[config.mk]
export PLATFORM = sky130hd
export DESIGN_NAME = glitch_delay
export DESIGN_NICKNAME = d
export VERILOG_FILES = /design/src/rtl/glitch_delay.sv
export SDC_FILE = /design/constraint.sdc
export NUM_CORES = 1
export LEC_CHECK = 0
export CAP_MARGIN = 5
export CORE_UTILIZATION = 45
export DETAILED_ROUTE_END_ITERATION = 8
export PLACE_DENSITY = 0.77
export SLEW_MARGIN = 20
export SYNTH_ARGS = -nofsm -noshare
export SYNTH_HDL_FRONTEND = slang
export SYNTH_SLANG_ARGS = --single-unit
export TNS_END_PERCENT = 100
[constraint.sdc]
create_clock -name clk -period 4.5 [get_ports clk]
set_input_delay 0.9 -clock clk [delete_from_list [all_inputs] [get_ports clk]]
set_output_delay 0.9 -clock clk [all_outputs]
set_load 0.01 [all_outputs]
[src/rtl/glitch_delay.sv]
// Trigger-to-glitch sequencer: once armed, waits a programmable number of cycles
// after a trigger, then drives a fixed-width glitch pulse and reports completion.
module glitch_delay #(
    parameter int unsigned GLITCH_WIDTH = 4
) (
    input  logic        clk,
    input  logic        rst,
    input  logic [31:0] delay,
    input  logic        set_delay,
    input  logic        arm,
    input  logic        abort,
    input  logic        trigger,
    output logic        glitch_out,
    output logic        busy,
    output logic        done
);

    typedef enum logic [1:0] {
        IDLE   = 2'd0,
        ARMED  = 2'd1,
        DELAY  = 2'd2,
        GLITCH = 2'd3
    } state_t;

    // Counters hold "cycles remaining after this one", so zero means expire on this edge.
    localparam logic [15:0] WIDTH_RELOAD = 16'(GLITCH_WIDTH - 1);

    state_t      state, state_nxt;
    logic [31:0] delay_reg, delay_reg_nxt;
    logic [31:0] delay_cnt, delay_cnt_nxt;
    logic [15:0] width_cnt, width_cnt_nxt;
    logic        glitch_nxt, busy_nxt, done_nxt;
    logic        delay_zero, delay_expired, width_expired, config_open;

    assign delay_zero    = (delay_reg == 32'd0);
    assign delay_expired = (delay_cnt == 32'd0);
    assign width_expired = (width_cnt == 16'd0);
    assign config_open   = (state == IDLE) || (state == ARMED);

    always_comb begin
        state_nxt     = state;
        delay_reg_nxt = delay_reg;
        delay_cnt_nxt = delay_cnt;
        width_cnt_nxt = width_cnt;
        done_nxt      = 1'b0;

        if (set_delay && config_open)
            delay_reg_nxt = delay;

        if (abort) begin
            state_nxt = IDLE;
        end else begin
            unique case (state)
                IDLE: begin
                    if (arm)
                        state_nxt = ARMED;
                end
                ARMED: begin
                    // The trigger edge uses the delay held before any same-edge update.
                    if (trigger) begin
                        if (delay_zero) begin
                            state_nxt     = GLITCH;
                            width_cnt_nxt = WIDTH_RELOAD;
                        end else begin
                            state_nxt     = DELAY;
                            delay_cnt_nxt = delay_reg - 32'd1;
                        end
                    end
                end
                DELAY: begin
                    if (delay_expired) begin
                        state_nxt     = GLITCH;
                        width_cnt_nxt = WIDTH_RELOAD;
                    end else begin
                        delay_cnt_nxt = delay_cnt - 32'd1;
                    end
                end
                GLITCH: begin
                    if (width_expired) begin
                        state_nxt = IDLE;
                        done_nxt  = 1'b1;
                    end else begin
                        width_cnt_nxt = width_cnt - 16'd1;
                    end
                end
                default: state_nxt = IDLE;
            endcase
        end

        glitch_nxt = (state_nxt == GLITCH);
        busy_nxt   = (state_nxt != IDLE);
    end

    always_ff @(posedge clk) begin
        if (rst) begin
            state      <= IDLE;
            delay_reg  <= 32'd0;
            delay_cnt  <= 32'd0;
            width_cnt  <= 16'd0;
            glitch_out <= 1'b0;
            busy       <= 1'b0;
            done       <= 1'b0;
        end else begin
            state      <= state_nxt;
            delay_reg  <= delay_reg_nxt;
            delay_cnt  <= delay_cnt_nxt;
            width_cnt  <= width_cnt_nxt;
            glitch_out <= glitch_nxt;
            busy       <= busy_nxt;
            done       <= done_nxt;
        end
    end

endmodule

# Yosys cells after proc, flatten, opt, wreduce, memory -nomap -nowiden
# Index checks and enable logic that the tools add are counted.
# totals
in_bits	38
register_bits	85
wordCells	51
# classes
muxes	17
n_reduce_logical	12
eq_ne	10
bitwise_logic	2
addsub	3
# ops
op	n
$mux 32	3
$logic_not 32->1	2
$mux 16	4
$pmux 32 s2	1
$sub 32x1->32 const B	2
$pmux 16 s3	1
$logic_not 16->1	1
$sub 16x1->16 const B	1
$ne 2x2->1 const B	6
$mux 2	5
$pmux 2 s4	1
$eq 2x2->1 const B	3
$reduce_and 6->1	1
$reduce_and 5->1	1
$reduce_bool 2->1	2
$reduce_bool 3->1	1
$reduce_or 3->1	1
$eq 2x1->1 const B	1
$logic_not 2->1	1
$mux 1	2
$not 1->1	2
$logic_and 1x1->1	1
$logic_or 1x1->1	1

# Depth between registers and ports, before layout
# Gate-level depths: netlist (run 1).
# logic_depth
ltp_word	6
depth_mapped	17
ltp_nobuf	10

# Worst setup path after synthesis (run 1)
# No wires, ideal clock.
# synth_path
kind	register to register
from	register state[0]
to	register delay_cnt[26]
t_required_ns	4.367
path_buffers	7
setup_time_ns	0.133
synth_period_minus_slack_ns	4.330
arrival_time_ns	4.197
setup_slack_ns	0.170
stages_incl_launch_ff	18
cell_sequence	dfxtp_1 inv_1 ha_1 clkbuf_1 clkbuf_1 buf_2 buf_1 clkbuf_1 clkbuf_1 mux2i_1 ha_1 o221ai_1 nor3_1 and2_1 clkbuf_1 nand2_1 a31oi_1 a31oi_1
# synth_via
elab_chain_cells	3
word_cells_on_any_way	8
classes_between	eq/ne: 5; mux: 1; reduce/logical: 2
# synth_rtl
element	line_no	rtl
from (decl)	28	state_t state, state_nxt;
from (signal assigned)	104	state <= state_nxt;
$eq 2x2->1 / $eq 2x1->1 (equally long branches)	53	unique case (state)
$ne 2x2->1 (no line) / $reduce_bool 2->1 (equally long branches)	n/a	
$reduce_and 5->1 (no line)	n/a	
to (signal assigned)	106	delay_cnt <= delay_cnt_nxt;
to (decl)	30	logic [31:0] delay_cnt, delay_cnt_nxt;
# Parallel ways exist; a longest one is shown, timed or not.
# A chain may end at the register's enable or synchronous reset.

# Final worst setup path (run 1)
# layout_path
from	register state[0]
to	register delay_cnt[16]
# The elaborated chain is that of the path after synthesis.

==> impl_metrics.csv, run 1 <==
group,metric,value,unit
sta,final.setup_skew,0.01288,ns
synthesis,synth.net_count,705,
synthesis,synth_compound_area_share,25.43,%
placed_design,placed_cell_area,5527,sq um
synthesis,syn_area_per_cell,7.647,sq um
run_status,status,"complete, no violations",
synthesis,ys.flop_type,"dfxtp_1",
floorplanning,num_rows,38,
setup_path,cp-start-kind,"register",
synthesis,synth-edff-count,0,
flow_run,max_cap_viol_count,0,
synthesis,synth_top_area_share,33.71,%
setup_path,cp_num_cells,9,
clock_network,htree_levels,3,
global_routing,grt_max_degree,67,
final_layout,syn2layout_area_growth,13.91,%
sta,fmax,0.2830,GHz
floorplanning,core_area,10890,sq um
setup_path,crit_chain,"inv_1 > ha_2 > mux2i_1 > ha_1 > o221ai_1 > nor4_1 > a21o_1 > a21oi_1 > a211oi_1",
clock_network,hold_buffers,0,
synthesis,synth_cell_types,70,
route,ant_nets,0,
sta,relSlewSlack,29.71,%
global_routing,grtUsageTotal,24.82,%
synthesis,ys_seq_area_share,33.71,%
clock_network,cts_buffers,9,
route,wl,13910,um
route,dr.first_iter.drc_count,491,
route,vias_per_cell,6.118,
final_layout,n_antenna_cell,0,
route,drc_errors,0,
floorplanning,die_area,11640,sq um
sta,post-route-min-period,3.534,ns
floorplanning,pin_count,41,
synthesis,synthMostInstantiatedCell,"nand2_1",
synthesis,synth-seq-cells,85,
final_layout,postLayoutCellArea,5749,sq um
global_routing,gr-total-overflow,0,
setup_path,required,4.80,ns
sta,final.setup.tns,0,ns
synthesis,ys_warn_count,0,
setup_path,critPathCaptureType,"register",
synthesis,synth_area,5047,sq um
synthesis,synthCells,660,
route,routedWlPerCell,16.87,um
clock_network,post_cts_resized,0,
clock_network,clock_path_buffers,2,
synthesis,synth_fa_ha_area_share,1.735,%
synthesis,synthSimpleGateAreaFrac,27.89,%
final_layout,final_nets,726,
clock_network,post_cts_buffers,0,
sta,worst_pin_slew,1.047,ns
synthesis,post_synth_xor_area_fraction,4.685,%
clock_network,cts.clk_slew.worst_paths,0.09,ns
synthesis,synthTopCellsByCount,"nand2_1, dfxtp_1, a21oi_1",
worst_hold_path,hold_class,"register to register",
sta,slew_violations,0,
setup_path,slowest_delay,0.88,ns
route,vias,5047,
sta,setup_violations,0,
power_and_ir_drop,p_leak,1.983,nW
synthesis,postSynth.asyncResetShare,0,%
route,drt_pass1_iterations,5,
sta,hold_violations,0,
setup_path,crit_start,"state[0]$_SDFF_PP0_",
setup_path,arrival,3.83,ns
power_and_ir_drop,total_power,2.086,mW
clock_network,cts_tree,"built",
setup_path,slowest_stage,"nor4_1",
sta,fin_ws,0.9663,ns
placed_design,gp_congestion,0.9096,
setup_path,rr_startpoint,"state[0]$_SDFF_PP0_",
placed_design,dpl.cell_count,810,
sta,final.period_utilization,78.53,%
clock_network,cts.sinks,85,
synthesis,yosysTopAreaCell,"dfxtp_1",
placed_design,place_ws,1.025,ns
placed_design,place_hpwl,9596,um
clock_network,insertion_delay,0.37,ns
synthesis,yosys-top-cells-area,"dfxtp_1, a21oi_1, nand2_1",
synthesis,synth_top_family_by_area,"simple AND/OR/NAND/NOR gates",
final_layout,drive_gt1_share,8.029,%
final_layout,nFillCells,1045,
floorplanning,fp.dieH,107.9,um
setup_path,path_class,"register to register",
global_routing,antenna_found_initial,0,
worst_hold_path,hold_start,"width_cnt[10]$_SDFFE_PP0P_",
setup_path,crit_family,"simple AND/OR/NAND/NOR gates",
final_layout,layout.cells.non_filler,825,
power_and_ir_drop,powerDensity,362.9,nW/um^2
clock_network,cts-root-buf,"clkbuf_8",
placed_design,portBuffers,40,
global_routing,grt_pass1_wl,22870,um
sta,rsz0062_at_grt,"no",
setup_path,cp_max_fo,38,
global_routing,grt_pass1_vias,4801,
floorplanning,initial_utilization,46.36,%
floorplanning,die_x,107.9,um
worst_hold_path,hold_depth,2,
setup_path,r2r_cells,9,
setup_path,cp.buffers_inverters,1,
synthesis,synth.area.mux_share,2.231,%
power_and_ir_drop,peakVddDrop,0.2016,mV
[worst register-to-register path, stage by stage, from the launching register on]
cell and delay, ns:
dfxtp_1 0.37, inv_1 0.13, ha_2 0.62, mux2i_1 0.33, ha_1 0.25, o221ai_1 0.38, nor4_1 0.88, a21o_1 0.22
a21oi_1 0.06, a211oi_1 0.22
[logic make-up after synthesis]
family          Yosys count
simple gates            273
compound gates          203
flops                    85
buf+inv                  54
xor+xnor                 27
mux                      11
fa+ha+maj                 7
[routing by layer]
layer	share of wire (%)	GRT usage, %	routed length (um)	vias to the layer above
met1	42	30.74	5870	2379
met4	2.2	10.08	303	0
li1	-	-	-	2456
met2	50	42.26	6970	178
met3	5.5	4.600	770	34
met5	0	0	0	-
[where the power goes]
group	switching, mW	leakage [nW]	internal (mW)	total, mW
sequential	0.0672	0.693	0.803	0.870
combinational	0.366	1.18	0.242	0.607
clock	0.283	0.105	0.327	0.610
[worst paths after layout]
| check | to | slack, ns |
|---|---|---|
| max | delay_cnt[16]$_SDFFE_PP0P_ | 0.97 |
| min | width_cnt[10]$_SDFFE_PP0P_ | 0.49 |
| max reg2reg | delay_cnt[16]$_SDFFE_PP0P_ | 0.97 |
| min reg2reg | width_cnt[10]$_SDFFE_PP0P_ | 0.49 |
[layout make-up]
class                           count  area, sq um  area share [%]
Multi-Input combinational cell    521         3136           54.54
Clock buffer                       10        137.6           2.394
Tap cell                          140        175.2           3.047
Sequential cell                    85         1702           29.60
Clock inverter                      5        83.83           1.458
Timing Repair Buffer               48        455.4           7.922
Inverter                           16        60.06           1.045
[placed cells by master, fill, tap and decap left out, drive strengths merged, types with 6 or more instances in the layout]
cell / Yosys / routed
xor2: 15 / 15
clkbuf: 29 / 10
or3: 8 / 8
clkdlybuf4s50: 0 / 39
or4: 13 / 13
ha: 7 / 7
xnor2: 12 / 12
buf: 9 / 9
dfxtp: 85 / 85
o31ai: 7 / 7
nand2: 94 / 94
nand3b: 6 / 6
nor3: 27 / 27
o21ai: 40 / 40
a21oi: 81 / 81
a21o: 6 / 6
a211oi: 18 / 18
mux2i: 9 / 9
inv: 16 / 17
nand3: 24 / 24
nor4: 17 / 17
o22ai: 7 / 7
nor2: 52 / 52
[stage by stage]
step	hold slack (ns)	utilization, %
floorplan	0.4436	-
global placement	0.4569	50.76
detailed placement	0.4721	50.76
CTS	0.4848	52.79
global route	0.5232	52.80
finish	0.4909	52.80
Power figures use the tool's default switching activity.
==> run 2, diff against run 1 <==
==> constraint.sdc (replaced) <==
create_clock -name clk -period 3.1 [get_ports clk]
set_input_delay 0.62 -clock clk [delete_from_list [all_inputs] [get_ports clk]]
set_output_delay 0.62 -clock clk [all_outputs]
set_load 0.01 [all_outputs]
==> run 2 against run 1 <==
  * Clock-buffer cell count grew 2
  * Maximum frequency grew 21%
  * Register-to-register slack lost 0.79 ns
  * Critical endpoint is now delay_cnt[29]$_SDFFE_PP0P_
  * Critical path type unchanged
  * Via count up 2.2%
  * Largest cell class unchanged
  * Core utilization increased by 1.8 points
==> impl_metrics.csv, run 2 (synthesized netlist as in run 1, its figures left out) <==
group,metric,value,unit
sta,relSlewSlack,48.12,%
final_layout,final_nets,742,
final_layout,final_cell_mix,"nand2_1, dfxtp_1, a21oi_1",
route,vias,5158,
sta,hold_violations,0,
floorplanning,die_x,107.9,um
run_status,status,"complete, no violations",
setup_path,rrSetupSlack,0.18,ns
worst_hold_path,hold_start,"width_cnt[10]$_SDFFE_PP0P_",
sta,fmax,0.3420,GHz
clock_network,clock_path_buffers,2,
floorplanning,num_rows,38,
route,vias_per_cell,6.126,
power_and_ir_drop,powerDensity,531.3,nW/um^2
global_routing,grtUsageTotal,24.80,%
route,dr.first_iter.drc_count,503,
clock_network,insertion_delay,0.38,ns
route,routedWlPerCell,16.32,um
clock_network,cts_buffers,9,
setup_path,required,3.40,ns
sta,final.setup_skew,0.01811,ns
global_routing,grt_max_degree,43,
setup_path,critPathCaptureType,"register",
global_routing,grt_pass1_vias,4900,
sta,post-route-min-period,2.924,ns
setup_path,cp-start-kind,"register",
flow_run,max_cap_viol_count,0,
clock_network,post_cts_resized,0,
final_layout,mostFrequentLayoutCell,"nand2_1",
clock_network,htree_levels,3,
floorplanning,initial_utilization,46.36,%
floorplanning,die_area,11640,sq um
placed_design,gp_congestion,0.9108,
sta,final.setup.tns,0,ns
setup_path,rr_startpoint,"state[0]$_SDFF_PP0_",
clock_network,cts_tree,"built",
clock_network,hold_buffers,0,
worst_hold_path,hold_class,"register to register",
floorplanning,pin_count,41,
setup_path,r2r_cells,9,
clock_network,cts.sinks,85,
sta,final.period_utilization,94.31,%
power_and_ir_drop,p_leak,2.084,nW
setup_path,reg2reg_to,"delay_cnt[29]$_SDFFE_PP0P_",
route,drt_pass1_iterations,5,
clock_network,cts-root-buf,"clkbuf_8",
clock_network,cts.clk_slew.worst_paths,0.09,ns
global_routing,grt_use_met2,42.95,%
route,ant_nets,0,
global_routing,grtUsageMet3,5.690,%
global_routing,antenna_found_initial,0,
worst_hold_path,hold_depth,2,
setup_path,crit_start,"state[0]$_SDFF_PP0_",
global_routing,grt_pass1_wl,22940,um
global_routing,gr-total-overflow,0,
placed_design,portBuffers,40,
final_layout,drive_gt1_share,10.68,%
sta,worst_pin_slew,0.7723,ns
sta,setup_violations,0,
clock_network,post_cts_buffers,0,
route,drc_errors,0,
worst_hold_path,hold_end,"width_cnt[10]$_SDFFE_PP0P_",
sta,slew_violations,0,
floorplanning,fp.dieH,107.9,um
final_layout,n_antenna_cell,0,
setup_path,path_class,"register to register",
sta,rsz0062_at_grt,"no",
route,wl,13750,um
placed_design,place_hpwl,9763,um
global_routing,busiest_layer,"met2",
global_routing,global_route.usage.met1,29.30,%
final_layout,syn2layout_area_growth,17.85,%
floorplanning,core_area,10890,sq um
power_and_ir_drop,peakVddDrop,0.4093,mV
setup_path,cp_max_fo,20,
sta,worst_hold_slack,0.4759,ns
setup_path,arrival,3.22,ns
[run 2: cell types whose count changed in the layout (fill, tap and decap cells not counted), moves of 2 or more]
cell	before	now
buf_4	8	24
nor3_1	27	25
clkbuf_1	0	2
clkinvlp_4	2	0
[run 2: per-stage QoR]
stage	utilization, %	setup slack [ns]	instance area, sq um	power, mW	std cells
2_1_floorplan	-	0.002593	5144	1.917	660
3_3_place_gp	52.38	0.2904	5703	2.168	826
3_5_place_dp	52.38	0.1851	5703	2.199	826
4_1_cts	54.59	0.1642	5943	3.154	842
5_1_grt	54.63	0.003459	5948	3.317	842
6_report	54.63	0.1764	5948	3.160	842
[run 2: how the worst max path moves through the flow]
stage | end | slack (ns) | depth (start not counted)
2_1_floorplan | delay_cnt[26]$_SDFFE_PP0P_ | 0.003 | 17
3_3_place_gp | width_cnt[4]$_SDFFE_PP0P_ | 0.29 | 7
3_5_place_dp | busy$_SDFF_PP0_ | 0.19 | 6
4_1_cts | delay_cnt[12]$_SDFFE_PP0P_ | 0.16 | 12
5_1_grt | delay_cnt[22]$_SDFFE_PP0P_ | 0.003 | 11
6_report | delay_cnt[29]$_SDFFE_PP0P_ | 0.18 | 9
[run 2: layer usage]
| metal | vias up | wire length (um) |
|---|---|---|
| met1 | 2449 | 5738 |
| met2 | 190 | 6724 |
| met4 | 0 | 404 |
| li1 | 2488 | - |
| met5 | - | 0 |
| met3 | 31 | 878 |
[run 2: report_power, final]
part | switching, mW | internal (mW)
clock network | 0.406 | 0.557
logic | 0.546 | 0.390
registers | 0.0958 | 1.17
[run 2: critical path: stages, from the launching register on]
cell	delay [ns]
dfxtp_1	0.38
inv_2	0.13
ha_4	0.26
or3b_2	0.50
a222oi_1	0.41
o21a_1	0.42
nand3_1	0.22
xnor2_1	0.18
o22ai_1	0.10
a211oi_1	0.25
[run 2: area by class of cell]
| class | instances | area, sq um |
|---|---|---|
| Fill cell | 1020 | 4940 |
| Multi-Input combinational cell | 521 | 3196 |
| Sequential cell | 85 | 1702 |
| Timing Repair Buffer | 64 | 575.6 |
| Tap cell | 140 | 175.2 |
| Clock buffer | 12 | 145.1 |
| Clock inverter | 4 | 95.09 |
| Inverter | 16 | 60.06 |
==> run 3, diff against run 2 <==
--- a/config.mk
+++ b/config.mk
@@ -6,10 +6,11 @@
 export NUM_CORES = 1
 export LEC_CHECK = 0
 export CAP_MARGIN = 5
+export CORE_ASPECT_RATIO = 1.25
 export CORE_UTILIZATION = 45
 export DETAILED_ROUTE_END_ITERATION = 8
 export PLACE_DENSITY = 0.77
-export SLEW_MARGIN = 20
+export SLEW_MARGIN = 10
 export SYNTH_ARGS = -nofsm -noshare
 export SYNTH_HDL_FRONTEND = slang
 export SYNTH_SLANG_ARGS = --single-unit
==> run 3 against run 2 <==
  * Maximum frequency decreased by 0.87%
  * Worst hold slack better by 0.0057 ns
  * Core utilization increased by 1.6 points
  * Clock-buffer cell count decreased by 1
  * Total power is 9.8% higher
  * Sequential power is essentially flat
  * First-iteration DRC count down 8.7%
  * Sequential cell count did not move
  * Die area about the same
==> impl_metrics.csv, run 3 (synthesized netlist as in run 1, its figures left out) <==
group,metric,value,unit
final_layout,final_core_util,56.20,%
setup_path,r2r_cells,7,
global_routing,gr-total-overflow,0,
setup_path,rr_startpoint,"delay_reg[0]$_SDFFE_PP0P_",
sta,worst_pin_slew,0.7304,ns
global_routing,grtUsageTotal,24.73,%
flow_run,max_cap_viol_count,0,
power_and_ir_drop,seq_power_share,36.4,%
setup_path,slowest_delay,0.57,ns
route,drc_errors,0,
final_layout,seq_area,1702,sq um
clock_network,cts.clk_slew.worst_paths,0.06,ns
setup_path,crit_family,"simple AND/OR/NAND/NOR gates",
sta,slew_violations,0,
setup_path,crit_chain,"or4_4 > or4_1 > nor4_2 > a21o_1 > nand3_2 > or4_1 > a21oi_1",
route,wl,14100,um
route,dr.first_iter.drc_count,459,
final_layout,mostFrequentLayoutCell,"nand2_1",
placed_design,place_ws,0.1955,ns
clock_network,cts-root-buf,"clkbuf_16",
sta,relSlewSlack,51.31,%
worst_hold_path,hold_start,"delay_reg[15]$_SDFFE_PP0P_",
floorplanning,core_area,10770,sq um
clock_network,cts_tree,"built",
final_layout,syn2layout_area_growth,19.96,%
sta,setup_violations,0,
power_and_ir_drop,internal_power,2.389,mW
floorplanning,fp.dieH,120.4,um
clock_network,cts_buffers,9,
clock_network,htree_levels,3,
sta,final.period_utilization,95.14,%
global_routing,grt_max_degree,67,
run_status,status,"complete, no violations",
route,ant_nets,0,
floorplanning,pin_count,41,
power_and_ir_drop,sw_frac_of_total,31.15,%
setup_path,rrSetupSlack,0.15,ns
setup_path,slowest_stage,"or4_4",
setup_path,timing.critical_path.mode_cell,"or4_1",
power_and_ir_drop,p_leak,2.138,nW
route,vias_per_cell,6.281,
clock_network,clock_path_buffers,2,
worst_hold_path,hold_class,"register to register",
global_routing,antenna_found_initial,0,
power_and_ir_drop,peakVddDrop,0.3012,mV
power_and_ir_drop,p_comb_share,27.3,%
sta,fin_ws,0.1506,ns
final_layout,drive_gt1_share,10.84,%
final_layout,multi_input_area,3192,sq um
setup_path,critPathCaptureType,"register",
placed_design,place_hpwl,9795,um
sta,fmax,0.3391,GHz
sta,post-route-min-period,2.949,ns
route,drt_pass1_iterations,6,
floorplanning,num_rows,42,
global_routing,grt_pass1_wl,23670,um
setup_path,path_class,"register to register",
clock_network,cts.sinks,85,
sta,hold_violations,0,
setup_path,cp.buffers_inverters,0,
final_layout,nFillCells,963,
worst_hold_path,hold_depth,2,
clock_network,insertion_delay,0.35,ns
setup_path,cp_max_fo,9,
placed_design,portBuffers,40,
sta,final.setup_skew,0.008192,ns
final_layout,n_antenna_cell,0,
global_routing,grt_pass1_vias,5150,
placed_design,gp_congestion,0.9562,
power_and_ir_drop,powerDensity,573.2,nW/um^2
setup_path,required,3.37,ns
power_and_ir_drop,p_switching,1.081,mW
final_layout,final_cell_mix,"nand2_1, dfxtp_1, a21oi_1",
worst_hold_path,hold_end,"delay_reg[15]$_SDFFE_PP0P_",
floorplanning,initial_utilization,46.85,%
setup_path,cp-start-kind,"register",
power_and_ir_drop,clockPowerShare,36.3,%
clock_network,hold_buffers,0,
floorplanning,die_x,96.73,um
setup_path,arrival,3.22,ns
route,vias,5232,
floorplanning,die_area,11650,sq um
setup_path,reg2reg_to,"width_cnt[4]$_SDFFE_PP0P_",
sta,rsz0062_at_grt,"yes",
final_layout,final_nets,742,
route,routedWlPerCell,16.92,um
-- run 3: repair_timing --
action | CTS | global route
gates resized for setup | 0 | 2
setup buffers | 0 | 1
setup endpoints to repair | 0 | 9
-- run 3: how the worst max path moves through the flow --
stage	startpoint	end	slack, ns	cells after the start
after floorplan	state[0]$_SDFF_PP0_	delay_cnt[26]$_SDFFE_PP0P_	0.003	17
after global placement	delay_reg[0]$_SDFFE_PP0P_	delay_cnt[25]$_SDFFE_PP0P_	0.29	7
after detailed placement	state[0]$_SDFF_PP0_	delay_cnt[30]$_SDFFE_PP0P_	0.20	10
after CTS	state[0]$_SDFF_PP0_	delay_cnt[29]$_SDFFE_PP0P_	0.16	9
after global routing	state[0]$_SDFF_PP0_	delay_cnt[29]$_SDFFE_PP0P_	-0.10	9
final	delay_reg[0]$_SDFFE_PP0P_	width_cnt[4]$_SDFFE_PP0P_	0.15	7
-- run 3: area by class of cell --
cell class / count / share of cell area (%)
clock buffer: 11 / 4.174
tap: 132 / 2.728
timing repair buffer: 64 / 9.713
inverter: 16 / 0.9919
multi-input combinational: 521 / 52.72
sequential: 85 / 28.10
clock inverter: 4 / 1.571
-- run 3: power groups by stage --
stage / logic, mW / clock network [mW] / registers (mW)
3_3_place_gp: 0.889 / 0 / 1.28
6_report: 0.947 / 1.26 / 1.26
3_5_place_dp: 0.922 / 0 / 1.28
2_1_floorplan: 0.660 / 0 / 1.26
4_1_cts: 0.932 / 1.27 / 1.26
5_1_grt: 1.04 / 1.32 / 1.27
-- run 3: metrics by stage --
step	hold slack, ns	TNS (ns)	std cells	power, mW	area, sq um
final	0.4816	0	833	3.470	6055
after global routing	0.4984	-0.1271	833	3.632	6055
after CTS	0.4814	0	832	3.462	6046
after detailed placement	0.4749	0	817	2.207	5698
after global placement	0.4529	0	817	2.168	5698
after floorplan	0.4436	0	660	1.917	5144
-- run 3: routing by layer --
layer	up-vias	global-route usage, %	wire (um)
met5	-	0	0
met4	0	17.26	585
met3	55	3.988	904
met2	230	43.05	7079
met1	2453	27.55	5525
li1	2494	-	-
-- run 3: worst min-delay path: cells and delay by family, from the launching register on --
family	cells	cell delay, ns
flip-flops	1	0.33
AND/OR/NAND/NOR	1	0.06
AO/OA/AOI/OAI	1	0.05
